File: src/rtl/cpu_pkg.sv
// Shared definitions for the multi-cycle processor control path.
package cpu_pkg;

  localparam int unsigned OPCODE_W = 4;
  localparam int unsigned ALUOP_W  = 2;
  localparam int unsigned SEL_W    = 2;

  // Instruction opcodes, instr[15:12]
  localparam logic [OPCODE_W-1:0] OP_RTYPE = 4'b0000;
  localparam logic [OPCODE_W-1:0] OP_LW    = 4'b0001;
  localparam logic [OPCODE_W-1:0] OP_SW    = 4'b0010;
  localparam logic [OPCODE_W-1:0] OP_BEQ   = 4'b0011;
  localparam logic [OPCODE_W-1:0] OP_ADDI  = 4'b0100;
  localparam logic [OPCODE_W-1:0] OP_JMP   = 4'b0101;
  localparam logic [OPCODE_W-1:0] OP_HALT  = 4'b1111;

  // Op codes consumed by the ALU control decoder; 2'b11 is never issued
  localparam logic [ALUOP_W-1:0] ALU_ADD  = 2'b00;
  localparam logic [ALUOP_W-1:0] ALU_SUB  = 2'b01;
  localparam logic [ALUOP_W-1:0] ALU_FUNC = 2'b10;

  localparam logic [SEL_W-1:0] SRCB_REG = 2'b00;
  localparam logic [SEL_W-1:0] SRCB_ONE = 2'b01;
  localparam logic [SEL_W-1:0] SRCB_IMM = 2'b10;

  localparam logic [SEL_W-1:0] PCSRC_ALU    = 2'b00;
  localparam logic [SEL_W-1:0] PCSRC_ALUOUT = 2'b01;
  localparam logic [SEL_W-1:0] PCSRC_JUMP   = 2'b10;

  typedef enum logic [3:0] {
    S_FETCH    = 4'd0,
    S_DECODE   = 4'd1,
    S_EXEC_R   = 4'd2,
    S_WB_R     = 4'd3,
    S_MEM_ADDR = 4'd4,
    S_MEM_RD   = 4'd5,
    S_MEM_WB   = 4'd6,
    S_MEM_WR   = 4'd7,
    S_BRANCH   = 4'd8,
    S_ADDI_EX  = 4'd9,
    S_ADDI_WB  = 4'd10,
    S_JUMP     = 4'd11,
    S_HALT     = 4'd12
  } state_t;

  // Full datapath control word for one state
  typedef struct packed {
    logic [ALUOP_W-1:0] alu_op;
    logic               alu_src_a;
    logic [SEL_W-1:0]   alu_src_b;
    logic               pc_write;
    logic               pc_write_cond;
    logic [SEL_W-1:0]   pc_source;
    logic               iord;
    logic               mem_read;
    logic               mem_write;
    logic               ir_write;
    logic               reg_write;
    logic               mem_to_reg;
    logic               reg_dst;
    logic               halted;
  } ctrl_word_t;

endpackage

File: src/rtl/ctrl_out_decode.sv
// Maps an FSM state to its Moore control word; every field defaults to 0.
module ctrl_out_decode
  import cpu_pkg::*;
(
  input  state_t     state,
  output ctrl_word_t cw
);

  // One control word per state, everything else left deasserted
  always_comb begin
    cw = '0;
    case (state)
      S_FETCH: begin
        cw.mem_read  = 1'b1;
        cw.ir_write  = 1'b1;
        cw.pc_write  = 1'b1;
        cw.alu_src_b = SRCB_ONE;
        cw.alu_op    = ALU_ADD;
        cw.pc_source = PCSRC_ALU;
      end
      S_DECODE: begin
        cw.alu_src_b = SRCB_IMM;
        cw.alu_op    = ALU_ADD;
      end
      S_EXEC_R: begin
        cw.alu_src_a = 1'b1;
        cw.alu_src_b = SRCB_REG;
        cw.alu_op    = ALU_FUNC;
      end
      S_WB_R: begin
        cw.reg_dst   = 1'b1;
        cw.reg_write = 1'b1;
      end
      S_MEM_ADDR, S_ADDI_EX: begin
        cw.alu_src_a = 1'b1;
        cw.alu_src_b = SRCB_IMM;
        cw.alu_op    = ALU_ADD;
      end
      S_MEM_RD: begin
        cw.mem_read = 1'b1;
        cw.iord     = 1'b1;
      end
      S_MEM_WB: begin
        cw.reg_write  = 1'b1;
        cw.mem_to_reg = 1'b1;
      end
      S_MEM_WR: begin
        cw.mem_write = 1'b1;
        cw.iord      = 1'b1;
      end
      S_BRANCH: begin
        cw.alu_src_a     = 1'b1;
        cw.alu_src_b     = SRCB_REG;
        cw.alu_op        = ALU_SUB;
        cw.pc_write_cond = 1'b1;
        cw.pc_source     = PCSRC_ALUOUT;
      end
      S_ADDI_WB: begin
        cw.reg_write = 1'b1;
      end
      S_JUMP: begin
        cw.pc_write  = 1'b1;
        cw.pc_source = PCSRC_JUMP;
      end
      S_HALT: begin
        cw.halted = 1'b1;
      end
      default: ;
    endcase
  end

endmodule

File: src/rtl/multicycle_ctrl.sv
// Multi-cycle control FSM: sequences fetch/decode/execute/memory/writeback.
module multicycle_ctrl
  import cpu_pkg::*;
#(
  parameter int unsigned OPW  = OPCODE_W,
  parameter int unsigned RETW = 16
) (
  input  logic            clk,
  input  logic            rst,
  input  logic [OPW-1:0]  opcode,
  input  logic            zero,
  input  logic            mem_ready,
  output logic [1:0]      alu_op,
  output logic            alu_src_a,
  output logic [1:0]      alu_src_b,
  output logic            pc_write,
  output logic            pc_write_cond,
  output logic [1:0]      pc_source,
  output logic            iord,
  output logic            mem_read,
  output logic            mem_write,
  output logic            ir_write,
  output logic            reg_write,
  output logic            mem_to_reg,
  output logic            reg_dst,
  output logic            halted,
  output logic            illegal,
  output logic [RETW-1:0] retired
);

  state_t     state;
  state_t     state_d;
  ctrl_word_t cw_q;
  ctrl_word_t cw_d;
  logic       retire;
  logic       bad_op;
  logic       unused_zero;

  // zero only qualifies pc_write_cond inside the datapath
  assign unused_zero = zero;

  // Next-state selection and end-of-instruction detection
  always_comb begin
    state_d = state;
    retire  = 1'b0;
    bad_op  = 1'b0;
    case (state)
      // cw_q is cleared by reset, so the first post-reset cycle never accepts data
      S_FETCH:    if (cw_q.mem_read && mem_ready) state_d = S_DECODE;
      S_DECODE: begin
        case (opcode)
          OPW'(OP_RTYPE):        state_d = S_EXEC_R;
          OPW'(OP_LW),
          OPW'(OP_SW):           state_d = S_MEM_ADDR;
          OPW'(OP_BEQ):          state_d = S_BRANCH;
          OPW'(OP_ADDI):         state_d = S_ADDI_EX;
          OPW'(OP_JMP):          state_d = S_JUMP;
          OPW'(OP_HALT):         state_d = S_HALT;
          default: begin
            state_d = S_HALT;
            bad_op  = 1'b1;
          end
        endcase
      end
      S_EXEC_R:   state_d = S_WB_R;
      S_MEM_ADDR: state_d = (opcode == OPW'(OP_LW)) ? S_MEM_RD : S_MEM_WR;
      S_MEM_RD:   if (mem_ready) state_d = S_MEM_WB;
      S_MEM_WR: begin
        if (mem_ready) begin
          state_d = S_FETCH;
          retire  = 1'b1;
        end
      end
      S_ADDI_EX:  state_d = S_ADDI_WB;
      S_WB_R, S_MEM_WB, S_BRANCH, S_ADDI_WB, S_JUMP: begin
        state_d = S_FETCH;
        retire  = 1'b1;
      end
      S_HALT:     state_d = S_HALT;
      default:    state_d = S_FETCH;
    endcase
  end

  // Control word is decoded from the next state so it lines up with the state register
  ctrl_out_decode u_decode (
    .state (state_d),
    .cw    (cw_d)
  );

  // State, registered control word, retire counter and sticky illegal flag
  always_ff @(posedge clk) begin
    if (rst) begin
      state   <= S_FETCH;
      cw_q    <= '0;
      retired <= '0;
      illegal <= 1'b0;
    end else begin
      state <= state_d;
      cw_q  <= cw_d;
      if (retire) retired <= retired + RETW'(1);
      if (bad_op) illegal <= 1'b1;
    end
  end

  // Fetch-time loads fire only in the cycle the instruction word is returned
  assign ir_write      = cw_q.ir_write & mem_ready;
  assign pc_write      = cw_q.pc_write & (mem_ready | ~cw_q.ir_write);

  assign alu_op        = cw_q.alu_op;
  assign alu_src_a     = cw_q.alu_src_a;
  assign alu_src_b     = cw_q.alu_src_b;
  assign pc_write_cond = cw_q.pc_write_cond;
  assign pc_source     = cw_q.pc_source;
  assign iord          = cw_q.iord;
  assign mem_read      = cw_q.mem_read;
  assign mem_write     = cw_q.mem_write;
  assign reg_write     = cw_q.reg_write;
  assign mem_to_reg    = cw_q.mem_to_reg;
  assign reg_dst       = cw_q.reg_dst;
  assign halted        = cw_q.halted;

endmodule
File: config.mk
export PLATFORM = sky130hd
export DESIGN_NAME = multicycle_ctrl
export DESIGN_NICKNAME = d
export VERILOG_FILES = /design/src/rtl/cpu_pkg.sv /design/src/rtl/ctrl_out_decode.sv /design/src/rtl/multicycle_ctrl.sv
export SDC_FILE = /design/constraint.sdc
export NUM_CORES = 1
export LEC_CHECK = 0
export ABC_AREA = 1
export CAP_MARGIN = 10
export CORE_MARGIN = 2
export CORE_UTILIZATION = 40
export CTS_BUF_LIST = sky130_fd_sc_hd__clkbuf_4
export DETAILED_ROUTE_END_ITERATION = 16
export PLACE_DENSITY = 0.66
export SLEW_MARGIN = 15
export SYNTH_ARGS = -nofsm -noshare
export SYNTH_HDL_FRONTEND = slang
export SYNTH_SLANG_ARGS = --single-unit
File: constraint.sdc
create_clock -name clk -period 1.8 [get_ports clk]
set_input_delay 0.27 -clock clk [delete_from_list [all_inputs] [get_ports clk]]
set_output_delay 0.27 -clock clk [all_outputs]
set_load 0.03 [all_outputs]
# == Word-level counts from Yosys, hierarchy flattened ==
# Index checks and enable logic that the tools add are counted.
# classes
addsub,1
multipliers,0
n_div,0
magnitude_cmp,0
n_eq_ne,30
n_shift,0
muxes,24
n_bitwise,4
n_reduce_logical,13
# op_table
cell,n
4-bit equality test (second input constant),11
4-bit by 3-bit equality test with 1-bit output (second input constant),10
4-bit one-hot mux with 8 select lines,1
4-bit by 2-bit equality test with 1-bit output (second input constant),6
4-bit one-hot mux with 5 select lines,1
16-bit by 1-bit adder with 16-bit output (second input constant),1
1-bit 2-to-1 mux,14
4-bit by 1-bit equality test with 1-bit output (second input constant),3
4-bit logical NOT,3
4-bit 2-to-1 mux,3
2-bit one-hot mux with 2 select lines,3
2-bit OR reduction,4
7-bit OR reduction,1
3-bit OR reduction,2
5-bit OR reduction,1
4-bit OR reduction,1
1-bit bitwise AND,2
2-bit 2-to-1 mux,1
1-bit one-hot mux with 2 select lines,1
1-bit logical AND,1
1-bit inverter,1
1-bit bitwise OR,1
# word_totals
register_bits,38
latchBits,0
ram_bits,0
rom_bits,0
wordCells,89
mem_count,0

# == Depth between registers and ports, before layout ==
# logic_depth
word_depth,7
mapped_depth,12
ltp_nobuf,12

# == By module ==
# Synthesis repeated with hierarchy kept, for this count alone.
# unflattened
cells_unflattened,311
area_unflattened_um2,2044.5
# by_module_without_submodules
mod,n_inst,cells_per_inst,area_per_inst_um2,seq_area_each_um2
multicycle_ctrl,1,273,1868.0,760.7
ctrl_out_decode,1,38,176.4,0.0

# == Least setup slack after synthesis ==
# OpenSTA, ideal clock, no wires.
# synth_timing
path_kind,reg-to-reg
startpoint,register retired[0]
endpoint,register retired[10]
setup_ns,0.080
arrival_time_ns,1.424
setup_slack_ns,0.296
stages_incl_launch_ff,7
n_path_buf,0
synth_period_minus_slack_ns,1.504
cell_sequence,dfxtp_1 ha_1 nand3_1 nor2_1 nand3_1 o21ai_1 nor3b_1
# synth_between
elab_chain_cells,1
# synth_rtl
element,line,source
from (decl),multicycle_ctrl.sv:28,output logic [RETW-1:0] retired
from (signal assigned),multicycle_ctrl.sv:100,if (retire) retired <= retired + RETW'(1);
16-bit by 1-bit adder with 16-bit output,multicycle_ctrl.sv:100,
# No other way between the ends.
# A chain may end at the register's enable or synchronous reset.

# == Final worst setup path ==
# layout_timing
startpoint,register retired[7]
endpoint,output port retired[7]
# No word-level cell between the ends.

==> results.yml <==
status:
  outcome: "finished clean"
floorplanning:
  die_area_um2: 5290
  std_cell_rows: 25
  ios: 42
  start_util_pct: 40.8
  core_area_um2: 4630
  dieWidth_um: 72.8
  die-height_um: 72.8
synth:
  synth_area_leader_cell: "dfxtp_1"
  yosys-top-cells-count: "nand2_1, nor2_1, dfxtp_1"
  synth_edf_count: 0
  yosys.cell_count.top_type: "nand2_1"
  ys_types: 32
  synth_fp_nets: 282
  yosysWarnings: 0
  synth.avg_cell_area_um2: 6.93
  synthTopCellsByArea: "dfxtp_1, nand2_1, nor2_1, inv_1, nor2_4"
  async_flop_share_pct: 0
  synth_top_area_share_pct: 37.1
  synth-seq-cells: 35
  yosys_most_used_dff: "dfxtp_1"
  synth_area_um2: 1890
  seq_area_frac_synth_pct: 37.1
  syn_inst: 273
global_route:
  grt_max_degree: 14
  grt_pass1_wl_um: 7150
  grt_pass1_vias: 1696
  antenna_found_initial: 0
  grt.total_usage_pct: 17.1
  overflow: 0
clock_tree:
  clock_path_buffers: 2
  htreeDepth: 2
  cts_sinks: 35
  insertion_delay_ps: 350
  cts_tree: "built"
  holdBufCountCts: 0
  root_buffer: "clkbuf_4"
  clkTransAtPathRegs_ps: 120
  cts_buffers: 5
worst_setup_path:
  cp_slowest_cell: "clkdlybuf4s50_1"
  regToRegSetupSlack_ps: 260
  startpoint: "retired[7]$_SDFFE_PP0P_"
  endpoint_kind: "primary output"
  slowest_delay_ps: 700
  worstPathMaxFanout: 5
  crit_arrival_ps: 1470
  r2r_end: "alu_src_b[1]$_SDFF_PP0_"
  r2r_start: "state[2]$_SDFF_PP0_"
  cp-start-kind: "flop"
  reg2reg_depth: 11
  cp.required_ps: 1530
  cp.depth: 1
  cp-endpoint: "retired[7]"
  path_delay_family: "buffers and inverters"
  worstSetupPathType: "flop to primary output"
  crit_chain: "clkdlybuf4s50_1"
  cp_num_buf_inv: 1
drt:
  ant_nets: 0
  drt_wl_total_um: 4230
  drt-pass1-iter-count: 4
  wl_per_cell_um: 11.1
  met1Wirelength_um: 1940
  wl_met3_um: 179
  drc: 0
  top_layer: "met4"
  vias_per_cell: 4.84
  vias: 1841
  dr_wl_met2_um: 2020
  drtIter0Drc: 68
sta:
  fin_tns_setup_ps: 0
  slew_viol_final: 0
  fmax_mhz: 576
  hold_violations: 0
  relSlewSlack_pct: 78.3
  tightest_slew_ps: 325
  setup_viol: 0
  fin_skew_ps: 18.7
  fin_crit_sh_pct: 96.5
  rsz0062_at_grt: "no"
  finalCriticalPeriod_ps: 1740
power_and_ir_drop:
  cellPowerDensity_nw_per_um2: 1220
  power_w: 0.00306
  leakagePower_nw: 1.18
  ir_worst_vdd_uv: 448
placement:
  place_congestion: 0.874
  place_inst: 372
  io_buffers: 40
  dp_hpwl_um: 3300
finish:
  regMostFlops: "retired"
  nFillCells: 455
  layout.nets: 334
  fin_cells: 380
  antenna_cells: 0
  syn2layout_area_growth_pct: 32.2
  top_regs: "retired: 16 flops, state: 4 flops, cw_q: 2 flops"
  drive_above_1_share_pct: 18.1
  largest_register_ffs: 16
  fin_util_pct: 54.0
job:
  cap_viol_max_count: 0
worst_hold_path:
  min_path_type: "primary input to flop"
per-stage QoR:
stage               hold slack [ps]  setup slack, ps  cell area, um2
global placement                457            -32.0            2400
CTS                             492             11.1            2480
detailed placement              462            -58.9            2400
global route                    335             14.4            2500
finish                          325             63.5            2500
floorplan                       342              296            1890
layout make-up:
type	instances	area (um2)	share of cell area, %
multi-input combinational	193	993	39.8
sequential	35	701	28.0
timing repair buffer	55	524	21.0
inverter	35	131	5.26
tap	54	67.6	2.70
clock inverter	3	43.8	1.75
clock buffer	5	37.5	1.50
layer usage:
metal,global-route usage (%),vias to the layer above
li1,-,967
met1,19.7,826
met2,30.0,39
met3,4.01,9
met4,7.82,0
met5,0,-
power by group:
group          leakage [nW]  switching [W]  total [W]  internal (W)
Clock                0.0452       0.000287   0.000579      0.000292
Sequential            0.284      0.0000909   0.000986      0.000895
Combinational         0.854       0.000932    0.00149      0.000559
Total                  1.18        0.00131    0.00306       0.00175
layout by cell type, fill, tap and decap left out, types with 2 or more instances in the layout:
cell	count
nor2_4	8
nand2_1	58
nor3_1	8
o21ai_1	2
nand3_2	3
nor3b_1	2
inv_2	4
dlymetal6s2s_1	7
nor2_1	38
dfxtp_1	35
nand4_1	4
a21oi_1	14
o21ai_0	9
xor2_1	2
nand3b_1	2
nand2_2	7
nor2_2	8
inv_1	31
xnor2_1	2
clkdlybuf4s50_1	30
clkbuf_4	5
nand3_1	17
buf_4	17
how the worst min path moves through the flow:
| stage | start | endpoint | cells after the start |
|---|---|---|---|
| global route | mem_ready | mem_to_reg$_SDFF_PP0_ | 3 |
| floorplan | rst | state[3]$_SDFF_PP0_ | 1 |
| finish | mem_ready | mem_to_reg$_SDFF_PP0_ | 3 |
| detailed placement | illegal$_SDFFE_PP0P_ | illegal$_SDFFE_PP0P_ | 2 |
| CTS | illegal$_SDFFE_PP0P_ | illegal$_SDFFE_PP0P_ | 2 |
| global placement | illegal$_SDFFE_PP0P_ | illegal$_SDFFE_PP0P_ | 2 |
logic make-up (layout without fill, tap and decap cells):
logic type / Yosys count / after routing / synth area share [%]
simple gates: 160 / 160 / 42.2
buf+inv: 45 / 98 / 10.4
flops: 35 / 35 / 37.1
compound gates: 28 / 28 / 7.81
xor+xnor: 4 / 4 / 1.85
fa+ha+maj: 1 / 1 / 0.662
worst register-to-register path: cells and delay by family (launching register included):
kind	cells	cell delay, ps
and+or+nand+nor	10	1050
buffers and inverters	1	50
DFF	1	390
what timing repair did:
item                                   4_1_cts  5_1_grt
endpoints found under the hold margin        0        0
setup endpoints to repair                    1        7
setup buffers                                0        0
gates resized for setup                      1        7
(Power assumes the default switching activity.)
